### config.mk
export PLATFORM = sky130hd
export DESIGN_NAME = branch_format_decoder
export DESIGN_NICKNAME = d
export VERILOG_FILES = /design/src/rtl/branch_format_decoder_pkg.sv /design/src/rtl/branch_imm_gen.sv /design/src/rtl/branch_format_decoder.sv
export SDC_FILE = /design/constraint.sdc
export NUM_CORES = 1
export LEC_CHECK = 0
export CAP_MARGIN = 15
export CORE_AREA = 2 2 182 184
export CTS_CLUSTER_SIZE = 40
export DETAILED_ROUTE_END_ITERATION = 8
export DIE_AREA = 0 0 184 186
export PLACE_DENSITY = 0.77
export SYNTH_ARGS = -nofsm -noshare
export SYNTH_HDL_FRONTEND = slang
export SYNTH_SLANG_ARGS = --single-unit
### constraint.sdc
create_clock -name clock_i -period 3.3 [get_ports clock_i]
set_input_delay 0.66 -clock clock_i [delete_from_list [all_inputs] [get_ports clock_i]]
set_output_delay 0.66 -clock clock_i [all_outputs]
set_load 0.02 [all_outputs]
### src/rtl/branch_format_decoder_pkg.sv
// Shared decode constants and types for the branch format decoder.
package branch_format_decoder_pkg;

  typedef enum logic [1:0] {UOP_BR = 2'd0, UOP_CTR = 2'd1, UOP_LR = 2'd2} uop_kind_e;
  typedef enum logic [1:0] {TGT_REL = 2'd0, TGT_LR = 2'd1, TGT_CTR = 2'd2} target_e;
  typedef enum logic [1:0] {IDLE, EMIT_BR, EMIT_CTR, EMIT_LR} state_e;
  typedef enum logic [1:0] {FORM_I, FORM_B, FORM_XL, FORM_BAD} form_e;

  localparam logic [5:0] OPC_I    = 6'd18;
  localparam logic [5:0] OPC_B    = 6'd16;
  localparam logic [5:0] OPC_XL   = 6'd19;
  localparam logic [9:0] XO_BCLR  = 10'd16;
  localparam logic [9:0] XO_BCCTR = 10'd528;

  localparam int BRANCH_UNIT_ID = 6;
  localparam int FX_UNIT_ID     = 0;

  // Per-instruction decode held for the whole uop sequence.
  typedef struct packed {
    logic [4:0] bo;
    logic [4:0] bi;
    logic [1:0] bh;
    logic       aa;
    target_e    target;
    logic       illegal;
    logic       need_ctr;
    logic       need_lr;
  } br_dec_t;

  function automatic form_e form_of(input logic [5:0] opc);
    case (opc)
      OPC_I:   return FORM_I;
      OPC_B:   return FORM_B;
      OPC_XL:  return FORM_XL;
      default: return FORM_BAD;
    endcase
  endfunction

endpackage

### src/rtl/branch_imm_gen.sv
// Branch immediate sign-extension and link-address generation.
module branch_imm_gen
  import branch_format_decoder_pkg::*;
#(
  parameter int AW = 64
) (
  input  form_e         form_i,
  input  logic [23:0]   li_i,
  input  logic [13:0]   bd_i,
  input  logic [AW-1:0] addr_i,
  output logic [AW-1:0] br_imm_o,
  output logic [AW-1:0] lr_addr_o
);

  logic [25:0] li_ext;
  logic [15:0] bd_ext;

  assign li_ext = {li_i, 2'b00};
  assign bd_ext = {bd_i, 2'b00};

  // Select the word-aligned displacement for the form; XL-form has none.
  always_comb begin
    br_imm_o = '0;
    case (form_i)
      FORM_I:  br_imm_o = {{(AW-26){li_ext[25]}}, li_ext};
      FORM_B:  br_imm_o = {{(AW-16){bd_ext[15]}}, bd_ext};
      default: br_imm_o = '0;
    endcase
  end

  // Return address wraps naturally at the address width.
  assign lr_addr_o = addr_i + AW'(4);

endmodule

### src/rtl/branch_format_decoder.sv
// Branch decoder: cracks I/B/XL branches into BR, optional CTR and LR uops.
module branch_format_decoder
  import branch_format_decoder_pkg::*;
#(
  parameter int addressWidth            = 64,
  parameter int instructionCounterWidth = 64,
  parameter int instMinIdWidth          = 7,
  parameter int PidSize                 = 20,
  parameter int TidSize                 = 16,
  parameter int funcUnitCodeSize        = 3,
  parameter int BranchUnitId            = BRANCH_UNIT_ID,
  parameter int FXUnitId                = FX_UNIT_ID
) (
  input  logic                               clock_i,
  input  logic                               resetn_i,
  input  logic                               valid_i,
  output logic                               ready_o,
  input  logic [0:31]                        instruction_i,
  input  logic [addressWidth-1:0]            instructionAddress_i,
  input  logic [instructionCounterWidth-1:0] instructionMajId_i,
  input  logic [PidSize-1:0]                 instructionPid_i,
  input  logic [TidSize-1:0]                 instructionTid_i,
  input  logic                               is64Bit_i,
  input  logic                               stall_i,
  input  logic                               flush_i,
  output logic                               valid_o,
  output logic [1:0]                         uopKind_o,
  output logic [funcUnitCodeSize-1:0]        functionalUnitType_o,
  output logic [instMinIdWidth-1:0]          instMinId_o,
  output logic                               illegal_o,
  output logic [4:0]                         BO_o,
  output logic [4:0]                         BI_o,
  output logic [1:0]                         BH_o,
  output logic                               AA_o,
  output logic [1:0]                         target_o,
  output logic [addressWidth-1:0]            immediate_o,
  output logic [addressWidth-1:0]            instructionAddress_o,
  output logic [instructionCounterWidth-1:0] instMajId_o,
  output logic [PidSize-1:0]                 instPid_o,
  output logic [TidSize-1:0]                 instTid_o,
  output logic                               is64Bit_o
);

  localparam int AW = addressWidth;

  state_e  state_q, state_d;
  br_dec_t dec_q, dec_d, dec_in;
  logic [AW-1:0] br_imm_q, br_imm_d, lr_imm_q, lr_imm_d, br_imm_in, lr_imm_in;
  logic [AW-1:0] addr_q, addr_d;
  logic [instructionCounterWidth-1:0] maj_q, maj_d;
  logic [PidSize-1:0] pid_q, pid_d;
  logic [TidSize-1:0] tid_q, tid_d;
  logic is64_q, is64_d;

  form_e      form;
  logic [9:0] xo;
  logic       lk, bo2_n, consume, last, accept;

  assign form  = form_of(instruction_i[0:5]);
  assign xo    = instruction_i[21:30];
  assign lk    = instruction_i[31];
  assign bo2_n = ~instruction_i[8];

  branch_imm_gen #(.AW(AW)) u_imm (
    .form_i   (form),
    .li_i     (instruction_i[6:29]),
    .bd_i     (instruction_i[16:29]),
    .addr_i   (instructionAddress_i),
    .br_imm_o (br_imm_in),
    .lr_addr_o(lr_imm_in)
  );

  // Field decode of the incoming instruction; malformed encodings become one illegal BR.
  always_comb begin
    dec_in = '0;
    case (form)
      FORM_I: begin
        dec_in.aa      = instruction_i[30];
        dec_in.need_lr = lk;
      end
      FORM_B: begin
        dec_in.bo       = instruction_i[6:10];
        dec_in.bi       = instruction_i[11:15];
        dec_in.aa       = instruction_i[30];
        dec_in.need_ctr = bo2_n;
        dec_in.need_lr  = lk;
      end
      FORM_XL: begin
        dec_in.bo = instruction_i[6:10];
        dec_in.bi = instruction_i[11:15];
        dec_in.bh = instruction_i[19:20];
        if (xo == XO_BCLR) begin
          dec_in.target   = TGT_LR;
          dec_in.need_ctr = bo2_n;
          dec_in.need_lr  = lk;
        end else if (xo == XO_BCCTR && !bo2_n) begin
          dec_in.target  = TGT_CTR;
          dec_in.need_lr = lk;
        end else begin
          dec_in.illegal = 1'b1;
        end
      end
      default: dec_in.illegal = 1'b1;
    endcase
  end

  // Sequencer: handshake, next state, and capture of a newly accepted instruction.
  always_comb begin
    valid_o = (state_q != IDLE);
    consume = valid_o && !stall_i;
    case (state_q)
      EMIT_BR:  last = !dec_q.need_ctr && !dec_q.need_lr;
      EMIT_CTR: last = !dec_q.need_lr;
      default:  last = 1'b1;
    endcase
    ready_o = !flush_i && ((state_q == IDLE) || (consume && last));
    accept  = valid_i && ready_o;

    state_d = state_q;
    if (state_q == IDLE) begin
      if (accept) state_d = EMIT_BR;
    end else if (consume) begin
      if (last)                                        state_d = accept ? EMIT_BR : IDLE;
      else if (state_q == EMIT_BR && dec_q.need_ctr)   state_d = EMIT_CTR;
      else                                             state_d = EMIT_LR;
    end
    if (flush_i) state_d = IDLE;

    dec_d    = accept ? dec_in               : dec_q;
    br_imm_d = accept ? br_imm_in            : br_imm_q;
    lr_imm_d = accept ? lr_imm_in            : lr_imm_q;
    addr_d   = accept ? instructionAddress_i : addr_q;
    maj_d    = accept ? instructionMajId_i   : maj_q;
    pid_d    = accept ? instructionPid_i     : pid_q;
    tid_d    = accept ? instructionTid_i     : tid_q;
    is64_d   = accept ? is64Bit_i            : is64_q;
  end

  // State and captured-instruction registers.
  always_ff @(posedge clock_i or negedge resetn_i) begin
    if (!resetn_i) begin
      state_q  <= IDLE;
      dec_q    <= '0;
      br_imm_q <= '0;
      lr_imm_q <= '0;
      addr_q   <= '0;
      maj_q    <= '0;
      pid_q    <= '0;
      tid_q    <= '0;
      is64_q   <= 1'b0;
    end else begin
      state_q  <= state_d;
      dec_q    <= dec_d;
      br_imm_q <= br_imm_d;
      lr_imm_q <= lr_imm_d;
      addr_q   <= addr_d;
      maj_q    <= maj_d;
      pid_q    <= pid_d;
      tid_q    <= tid_d;
      is64_q   <= is64_d;
    end
  end

  // Per-uop fields come straight from state and captured decode, so they hold under stall.
  always_comb begin
    uopKind_o            = UOP_BR;
    functionalUnitType_o = '0;
    instMinId_o          = '0;
    illegal_o            = 1'b0;
    immediate_o          = '0;
    BO_o                 = '0;
    BI_o                 = '0;
    BH_o                 = '0;
    AA_o                 = 1'b0;
    target_o             = TGT_REL;
    if (state_q != IDLE) begin
      BO_o     = dec_q.bo;
      BI_o     = dec_q.bi;
      BH_o     = dec_q.bh;
      AA_o     = dec_q.aa;
      target_o = dec_q.target;
    end
    case (state_q)
      EMIT_BR: begin
        functionalUnitType_o = funcUnitCodeSize'(BranchUnitId);
        illegal_o            = dec_q.illegal;
        immediate_o          = br_imm_q;
      end
      EMIT_CTR: begin
        uopKind_o            = UOP_CTR;
        functionalUnitType_o = funcUnitCodeSize'(FXUnitId);
        instMinId_o          = instMinIdWidth'(1);
        immediate_o          = '1;
      end
      EMIT_LR: begin
        uopKind_o            = UOP_LR;
        functionalUnitType_o = funcUnitCodeSize'(FXUnitId);
        instMinId_o          = dec_q.need_ctr ? instMinIdWidth'(2) : instMinIdWidth'(1);
        immediate_o          = lr_imm_q;
      end
      default: ;
    endcase
  end

  assign instructionAddress_o = addr_q;
  assign instMajId_o          = maj_q;
  assign instPid_o            = pid_q;
  assign instTid_o            = tid_q;
  assign is64Bit_o            = is64_q;

endmodule

==> results.md <==
* Sequential-to-total area share from yosys stat at ~53%
* Largest net degree at the start of global routing at slightly above 90
* Synth top area cells: dfrtp_1, nand2_1, clkbuf_1
* H-tree levels at 1
* Async set-reset flop share out of synthesis at 100.0%
* Slew headroom at a little under half
* Crit Path Max Fanout at 6
* FF-to-FF setup slack at 0.63 ns
* Row cnt at between 60 and 70
* Post-synth top cells: nand2_1, dfrtp_1, clkbuf_1
* Core Region at approximately 32000 µm²
* Post-Syn Area at 12700 µm²
* RSZ-0062 raised after global routing: no
* Setup TNS Final at 0 ns
* Worst slew pin tran at between 0.7 and 0.8 ns
* Cell with the most instances after synthesis: nand2_1
* Met1 WL at 18610 µm
* Fmax at around 310 MHz
* CTS sink cnt at around 270
* WS Path Type: reg2out
* Top sig layer: met4
* Vias at 12710
* Final net count at around 2200
* Core Util, Final at roughly 60%
* Mapped Cells at 1500
* Worst-path clk slew at roughly 0.07 ns
* Ports at between 400 and 500
* Total gr overflow at 0
* Worst path arrival time at between 2 and 3 ns
* Area growth syn-to-layout at 52.13%
* Antenna-violating nets left at 0
* WL per Instance at 19.33 µm
* Routed WL at roughly 46000 µm
* GPL Wtd Cong at just under 0.9
* Status: finished clean
* Area taken by flip-flops and latches at roughly 6800 µm²
* Die width at 184 µm
* Post-synth EDFFs at 0
* Min Tclk post-route at 3.239 ns
* Crit path max-delay cell type: clkdlybuf4s50_1
* Lkg Pwr at between 8 and 9 nW
* Initial drt markers at about 1000
* Vias in the first global route at between 10000 and 15000
* Gr usage total at 26.40%
* Full die area at between 30000 and 40000 µm²
* Met3 wire length at just under 4000 µm
* Startpoint types: register
* Max Buffers Root-to-Sink at 3
* Setup WS post-layout at slightly above 0.06 ns
* Clock root cell: clkbuf_16
* Pre-antenna DRT Iters at 5
* Critical Path RT at 2.64 ns
* Most used DFF post-synth: dfrtp_1
* Crit path from: state_q[1]
* Average vias per placed instance at around 5.3
* Final Setup Violations at 0
* CTS tree: built
* Multi-input gate area at 5522 µm²
* P per Cell Area at roughly 600 nW/µm²
* Post-Route Skew at around 0.013 ns
* Final Cycle Share at between 90% and 100%
* CP max stage delay at about 0.60 ns
* Max Cap Violations at 0
* Worst-skew pair later-pin latency at 0.56 ns
* Ys Warns at 0
* Die H at 186 µm
* Dpl ws at -0.2779 ns
* Length of routed met2 wiring at roughly 22000 µm
* Pins Over Slew Limit at 0
* Area share of the largest cell type after synthesis at a little over half
* Maximum vdd ir drop at 0.4914 mV
* Share of post-route cells with drive strength above 1 at ~7.5%
* Antenna violations before repair at 1
* Layout fillers at approximately 2700
* Syn_area_per_cell at 8.466 µm²
* Crit-path cells: inv_1 -> ha_1 -> nor2b_1 -> o21ai_1 -> nand2_1 -> clkdlybuf4s50_1
* PortBufs at ~450
* Synth cell types at approximately 50
* Initial core utilization at between 30% and 40%
* Biggest area consumer among synthesized cells: dfrtp_1
* Global-route wire length before repair at 70880 µm
* CTS buffer count at 30
* Hold WC Path Type: in2async
* Critical path capture point type: primary output
* Yosys reg bits at about 270
* Final HPWL DP at between 30000 and 40000 µm
* Drc violations at 0
* Hold Violations, Final at 0
* Reg2reg start: state_q[1]
[through the flow]
step / hold WS, ns / instances / area (µm²) / power, mW
final: 0.1165 / 2393 / 19320 / 11.26
after global routing: 0.1839 / 2393 / 19320 / 11.77
after CTS: 0.1574 / 2391 / 19250 / 11.33
after detailed placement: 0.4476 / 2329 / 18060 / 7.606
after global placement: 0.4441 / 2329 / 18060 / 7.529
after floorplan: 0.3644 / 1505 / 12720 / 5.790
[layout make-up]
type | instances | share of cell area, %
clock buffers | 36 | 4.320
multi-input cells | 1107 | 28.58
flip-flops and latches | 271 | 35.12
diodes | 1 | 0.01295
well taps | 408 | 2.642
inverters | 20 | 0.3886
clock inverters | 20 | 1.354
repair buffers | 530 | 27.58
[timing repair]
| action | CTS | global route |
|---|---|---|
| resized for setup | 17 | 16 |
| buffers inserted | 4 | 0 |
| pin swaps | 1 | 0 |
| setup endpoints to repair | 63 | 18 |
| hold buffers | 0 | 0 |
| cloned | 2 | 1 |
[layout by cell type, fill, tap and decap left out, types with 12 or more instances in the layout]
master / count
buf_12: 12
a221oi_1: 24
a31oi_1: 19
xnor2_1: 24
nand3_1: 40
nor2b_1: 16
nand2_1: 608
inv_1: 19
clkbuf_16: 32
or4_1: 16
nor4_1: 14
dfrtp_1: 269
dlymetal6s2s_1: 15
or3_1: 14
o21ai_0: 61
a22o_1: 15
nand4_1: 13
clkdlybuf4s50_1: 432
a21oi_1: 55
buf_4: 61
nor2_1: 55
o31ai_1: 13
[kinds of logic after synthesis]
family	Yosys count	synth area share, %
AO/OA/AOI/OAI	215	10.65
XOR/XNOR	33	2.276
adder cells (fa/ha/maj)	9	0.8868
buffers and inverters	129	4.099
flip-flops	271	53.40
multiplexers	6	0.4927
other	1	0.02953
AND/OR/NAND/NOR	836	28.16
[power by group]
part	leakage, nW	switching, mW	internal (mW)	total [mW]
clock	0.529	1.47	2.21	3.68
sequential	3.38	0.380	3.97	4.35
combinational	5.00	1.79	1.45	3.24
[registers in the layout, summed over array words and instances, names as in the netlist]
name	flops
instMajId_o	64
lr_imm_q	64
instructionAddress_o	62
br_imm_q	24
instPid_o	20
dec_q	18
instTid_o	16
state_q	2
is64Bit_o	1
[per-layer routing]
metal | GRT usage [%] | vias up
met4 | 9.504 | 0
met5 | 0 | -
met2 | 44.42 | 600
li1 | - | 5898
met1 | 33.38 | 6104
met3 | 6.065 | 108
[worst max-delay path, delay by kind of cell, from the launching register on]
kind                       cells  cell delay [ns]
buffers and inverters          2             0.78
DFF                            1             0.47
and+or+nand+nor                2             0.39
adders and majority gates      1             0.24
AOI/OAI and AO/OA              1             0.12
[path summary, 6_finish.rpt]
check / endpoint / depth (start not counted)
setup / recovery: ready_o / 6
setup reg to reg: br_imm_q[3] / 10
hold / removal: instructionAddress_o[55] / 1
hold reg to reg: dec_q[6] / 2
max in group asynchronous: lr_imm_q[11] / 2
min in group clock_i: dec_q[6] / 2
Power figures use the tool's default switching activity.
==> RTL change 1, RTL diff (same settings) <==
Take the reset off `br_imm_q`, `lr_imm_q` and `addr_q` and load them in a clocked block of their own.
--- a/src/rtl/branch_format_decoder.sv
+++ b/src/rtl/branch_format_decoder.sv
@@ -141,9 +141,6 @@
     if (!resetn_i) begin
       state_q  <= IDLE;
       dec_q    <= '0;
-      br_imm_q <= '0;
-      lr_imm_q <= '0;
-      addr_q   <= '0;
       maj_q    <= '0;
       pid_q    <= '0;
       tid_q    <= '0;
@@ -151,14 +148,17 @@
     end else begin
       state_q  <= state_d;
       dec_q    <= dec_d;
-      br_imm_q <= br_imm_d;
-      lr_imm_q <= lr_imm_d;
-      addr_q   <= addr_d;
       maj_q    <= maj_d;
       pid_q    <= pid_d;
       tid_q    <= tid_d;
       is64_q   <= is64_d;
     end
+  end
+
+  always_ff @(posedge clock_i) begin
+    br_imm_q <= br_imm_d;
+    lr_imm_q <= lr_imm_d;
+    addr_q   <= addr_d;
   end
 
   // Per-uop fields come straight from state and captured decode, so they hold under stall.
Formal check against the unedited RTL: not equivalent (Yosys sat finds a counterexample within 4 cycles, from zero or initial values and one cycle with resetn_i low).
==> RTL change 1 against the original RTL <==
- area after synthesis shrank 7.3%
- total power shrank 13%
- setup slack lost 0.0021 ns
- sequential cell count is the same
- combinational power shrank 27%
- routed wire length shrank 17%
- non-clock buffer count shrank 40
- final area shrank 6.2%
- clock power shrank 12%
- register-to-register slack lost 0.06 ns
==> RTL change 1: results (changes against the original RTL) <==
[worst_setup_path]
cp_max_fo = 25  ; +19
critical-path-max-stage-delay_ns = 0.62  ; +0.02 ns
crit_arrival_ns = 2.58  ; about the same
slowest_stage = clkdlybuf4s50_1

[global_routing]
antenna_found_initial = 4  ; +3
grt_max_degree = 137  ; +47%
grt_pass1_wl_mm = 56.2  ; -21%
gr-usage-all-layers_pct = 21.7  ; -4.7 points
grt_pass1_vias = 9426  ; -25%

[cts]
cts_inserted_buffers = 30  ; unchanged
clockBufferDepth = 3  ; unchanged
cts_max_level = 1  ; unchanged
path_clk_slew_ns = 0.06
worstSkewPairLatency_ns = 0.55

[final_layout]
final_cells = 1804  ; -25%
drive_gt1_share_pct = 15.2  ; +7.7 points
nets = 1583  ; -27%
nFillCells = 2597  ; -3.5%

[min_path]
hold_path_class = primary input to asynchronous set/reset pin

[sta]
fin_worst_skew_ns = 0.0150  ; +0.00175 ns
tightest_slew_ns = 0.893  ; +0.102 ns

[placement]
hpwl_mm = 28.2  ; -14%
dp.cells = 1742  ; -25%
gp_routability_congestion = 0.854  ; -4.5%
dp_slack_ns = 0.0691  ; +0.347 ns

[routing]
drt-initial-drc-count = 504  ; -52%
num_vias = 9167  ; -28%
drt_first_pass_iters = 5  ; unchanged
wl_per_cell_um = 21.3  ; +10%

[yosys]
synth.yosys.seq_area_share_pct = 64.0  ; +11 points
async_reset_ff_share_pct = 44.6  ; -55 points
synth_common_cells = edfxtp_1, dfrtp_1, mux2_2, nand2_1, a21oi_1
synth_cell_types = 43  ; -12%
synth_edf_count = 150  ; +150
synth.top_cells.by_area = edfxtp_1, dfrtp_1, mux2_2
syn_area_per_cell_um2 = 13.1  ; +55%
yosysWarnings = 0  ; unchanged

[power_and_ir_drop]
peakVddDrop_uv = 412  ; -16%
leakagePower_nw = 7.12  ; -20%

[outcome]
outcome = finished clean

## RTL change 1: cell count changes in the layout (fill, tap and decap cells not counted), sizes merged, moves of 16 or more
cell / before / now
a31oi: 19 / 0
nand2: 608 / 89
or4: 16 / 0
edfxtp: 0 / 150
buf: 76 / 40
dfrtp: 271 / 121
mux2: 2 / 102
o21ai: 63 / 18
## RTL change 1: worst paths after layout
path                                               end                    from  depth (start not counted)  slack (ns)
max                                    immediate_o[12]  state_q[1]$_DFFE_PN0P_                          6        0.06
min                           instTid_o[5]$_DFFE_PN0P_                resetn_i                          1        0.25
max reg2reg                instMajId_o[54]$_DFFE_PN0P_  state_q[1]$_DFFE_PN0P_                          6        0.57
min reg2reg                      dec_q[16]$_DFFE_PN0P_   dec_q[16]$_DFFE_PN0P_                          2        0.47
max in group asynchronous  instMajId_o[34]$_DFFE_PN0P_                resetn_i                          2        2.26
min in group clock_i             dec_q[16]$_DFFE_PN0P_   dec_q[16]$_DFFE_PN0P_                          2        0.47
## RTL change 1: logic make-up after synthesis
kind of cell               after synthesis  synth area share, %
other                                    1               0.0318
adders and majority gates                9                0.956
muxes                                  103                 9.84
and+or+nand+nor                        272                 12.2
buffers and inverters                   77                 2.89
xor gates and xnor gates                60                 4.46
AOI/OAI and AO/OA                      105                 5.62
DFF                                    271                 64.0
## RTL change 1: report_power, final
group / switching, mW / internal (mW) / leakage, nW
combinational: 1.18 / 1.20 / 3.78
sequential: 0.181 / 4.00 / 2.88
clock: 1.32 / 1.90 / 0.459
## RTL change 1: per-stage QoR
step	hold slack [ns]	instance area [um2]	setup TNS, ns
floorplan	0.364	11800	-153.46
global placement	0.456	17000	0
detailed placement	0.463	17000	0
CTS	0.267	18000	-2.99
global route	0.324	18100	-0.00837
finish	0.247	18100	0
## RTL change 1: routing by layer
metal	vias to the layer above	track usage, %	part of all wire [%]
met5	-	0	0
met4	0	8.61	3.5
met3	81	6.71	9.8
met2	456	39.3	50
met1	4453	23.8	36
li1	4177	-	-
## RTL change 1: timing repair
action | 4_1_cts | 5_1_grt
buffers inserted | 3 | 1
endpoints found under the setup margin | 63 | 60
pin swaps | 1 | 0
cloned | 2 | 0
resized for setup | 8 | 26
## RTL change 1: area by class of cell
| cell class | instances | area share, % |
|---|---|---|
| Inverter | 22 | 0.477 |
| Clock inverter | 13 | 0.642 |
| Antenna cell | 4 | 0.0552 |
| Clock buffer | 39 | 4.56 |
| Multi-Input combinational cell | 557 | 22.3 |
| Timing Repair Buffer | 490 | 27.5 |
| Sequential cell | 271 | 41.6 |
| Tap cell | 408 | 2.82 |
==> RTL change 2, RTL diff (same settings) <==
Made on the original files. `PidSize`: 20 -> 40.
--- a/src/rtl/branch_format_decoder.sv
+++ b/src/rtl/branch_format_decoder.sv
@@ -5,7 +5,7 @@
   parameter int addressWidth            = 64,
   parameter int instructionCounterWidth = 64,
   parameter int instMinIdWidth          = 7,
-  parameter int PidSize                 = 20,
+  parameter int PidSize                 = 40,
   parameter int TidSize                 = 16,
   parameter int funcUnitCodeSize        = 3,
   parameter int BranchUnitId            = BRANCH_UNIT_ID,
Interface: changed (resized instPid_o and instructionPid_i); port bits go from 461 to 501. No check against the original RTL was run, so the function may have changed too.
==> RTL change 2 against the original RTL <==
- area after synthesis up 6.1%
- highest routed layer is now met5
- final area up 5.1%
- largest cell class unchanged
- setup slack better by 0.099 ns
- total power up 5.9%
- sequential cell count up 20
- routed wire length up 1.0%
- global-route usage down 0.33 points
- non-clock buffer count up 21
==> RTL change 2: results (changes against the original RTL) <==
[final_layout]
non_clock_inverter_count = 14  ; -30%
buffers = 551  ; +4.0%
seqCellArea_mm2 = 0.00728  ; +7.4%
bufAreaShareNonClock_pct = 28.0  ; +0.44 points
clkbuf_count = 41  ; +14%
nets = 2285  ; +5.3%
multi_input_area_mm2 = 0.00572  ; +3.5%

[outcome]
outcome = finished clean

[cts]
cts_resized = 21  ; +4
cts_inserted_buffers = 31  ; +3.3%
post_cts_buffers = 0  ; -4

[sta]
fin_worst_skew_ns = 0.0111  ; -0.00219 ns

[worst_setup_path]
endpoint = illegal_o
r2r_setup_slack_ns = 0.66  ; +0.03 ns
rr_endpoint = instTid_o[10]$_DFFE_PN0P_

[power_and_ir_drop]
netSwitchingFraction_pct = 32.8  ; +0.42 points
combPwrFrac_pct = 30.3  ; +1.5 points
leakagePower_nw = 10.1  ; +13%

[routing]
top_layer = met5
drt-initial-drc-count = 1012  ; -2.9%

[global_routing]
grt_pass1_vias = 12500  ; -0.73%
grt_util_met2_pct = 42.9  ; -1.6 points

[yosys]
synth.yosys.seq_area_share_pct = 54.0  ; +0.63 points
synth_common_cells = nand2_1, dfrtp_1, o21ai_0, nor2_1, a21oi_1
synth.top_cells.by_area = dfrtp_1, nand2_1, o21ai_0

[placement]
hpwl_mm = 33.8  ; +2.9%

## RTL change 2: cell count changes after synthesis, moves of 6 or more
cell	unedited run	this run
a21o_1	11	2
buf_2	1	23
clkbuf_1	86	53
dfrtp_1	271	291
inv_1	20	14
nand2_1	608	691
nand3_1	40	27
nor3_1	11	5
nor4_1	14	2
o21ai_0	62	68
or4_1	16	7
xnor2_1	24	11
xor2_1	9	26
## RTL change 2: kinds of logic after synthesis
group,after synthesis,synth area share [%]
AOI/OAI and AO/OA,207,9.32
xor gates and xnor gates,37,2.40
adders and majority gates,9,0.836
buffers and inverters,119,4.11
DFF,291,54.0
muxes,2,0.158
other,1,0.0278
and+or+nand+nor,904,29.1
## RTL change 2: stage by stage
stage                     setup WS (ns)  hold slack (ns)  instances
after floorplan                   0.565            0.364       1575
after global placement            0.119            0.444       2428
after detailed placement         0.0213            0.448       2428
after CTS                       0.00113            0.137       2484
after global routing             0.0450            0.144       2485
final                             0.160           0.0993       2485
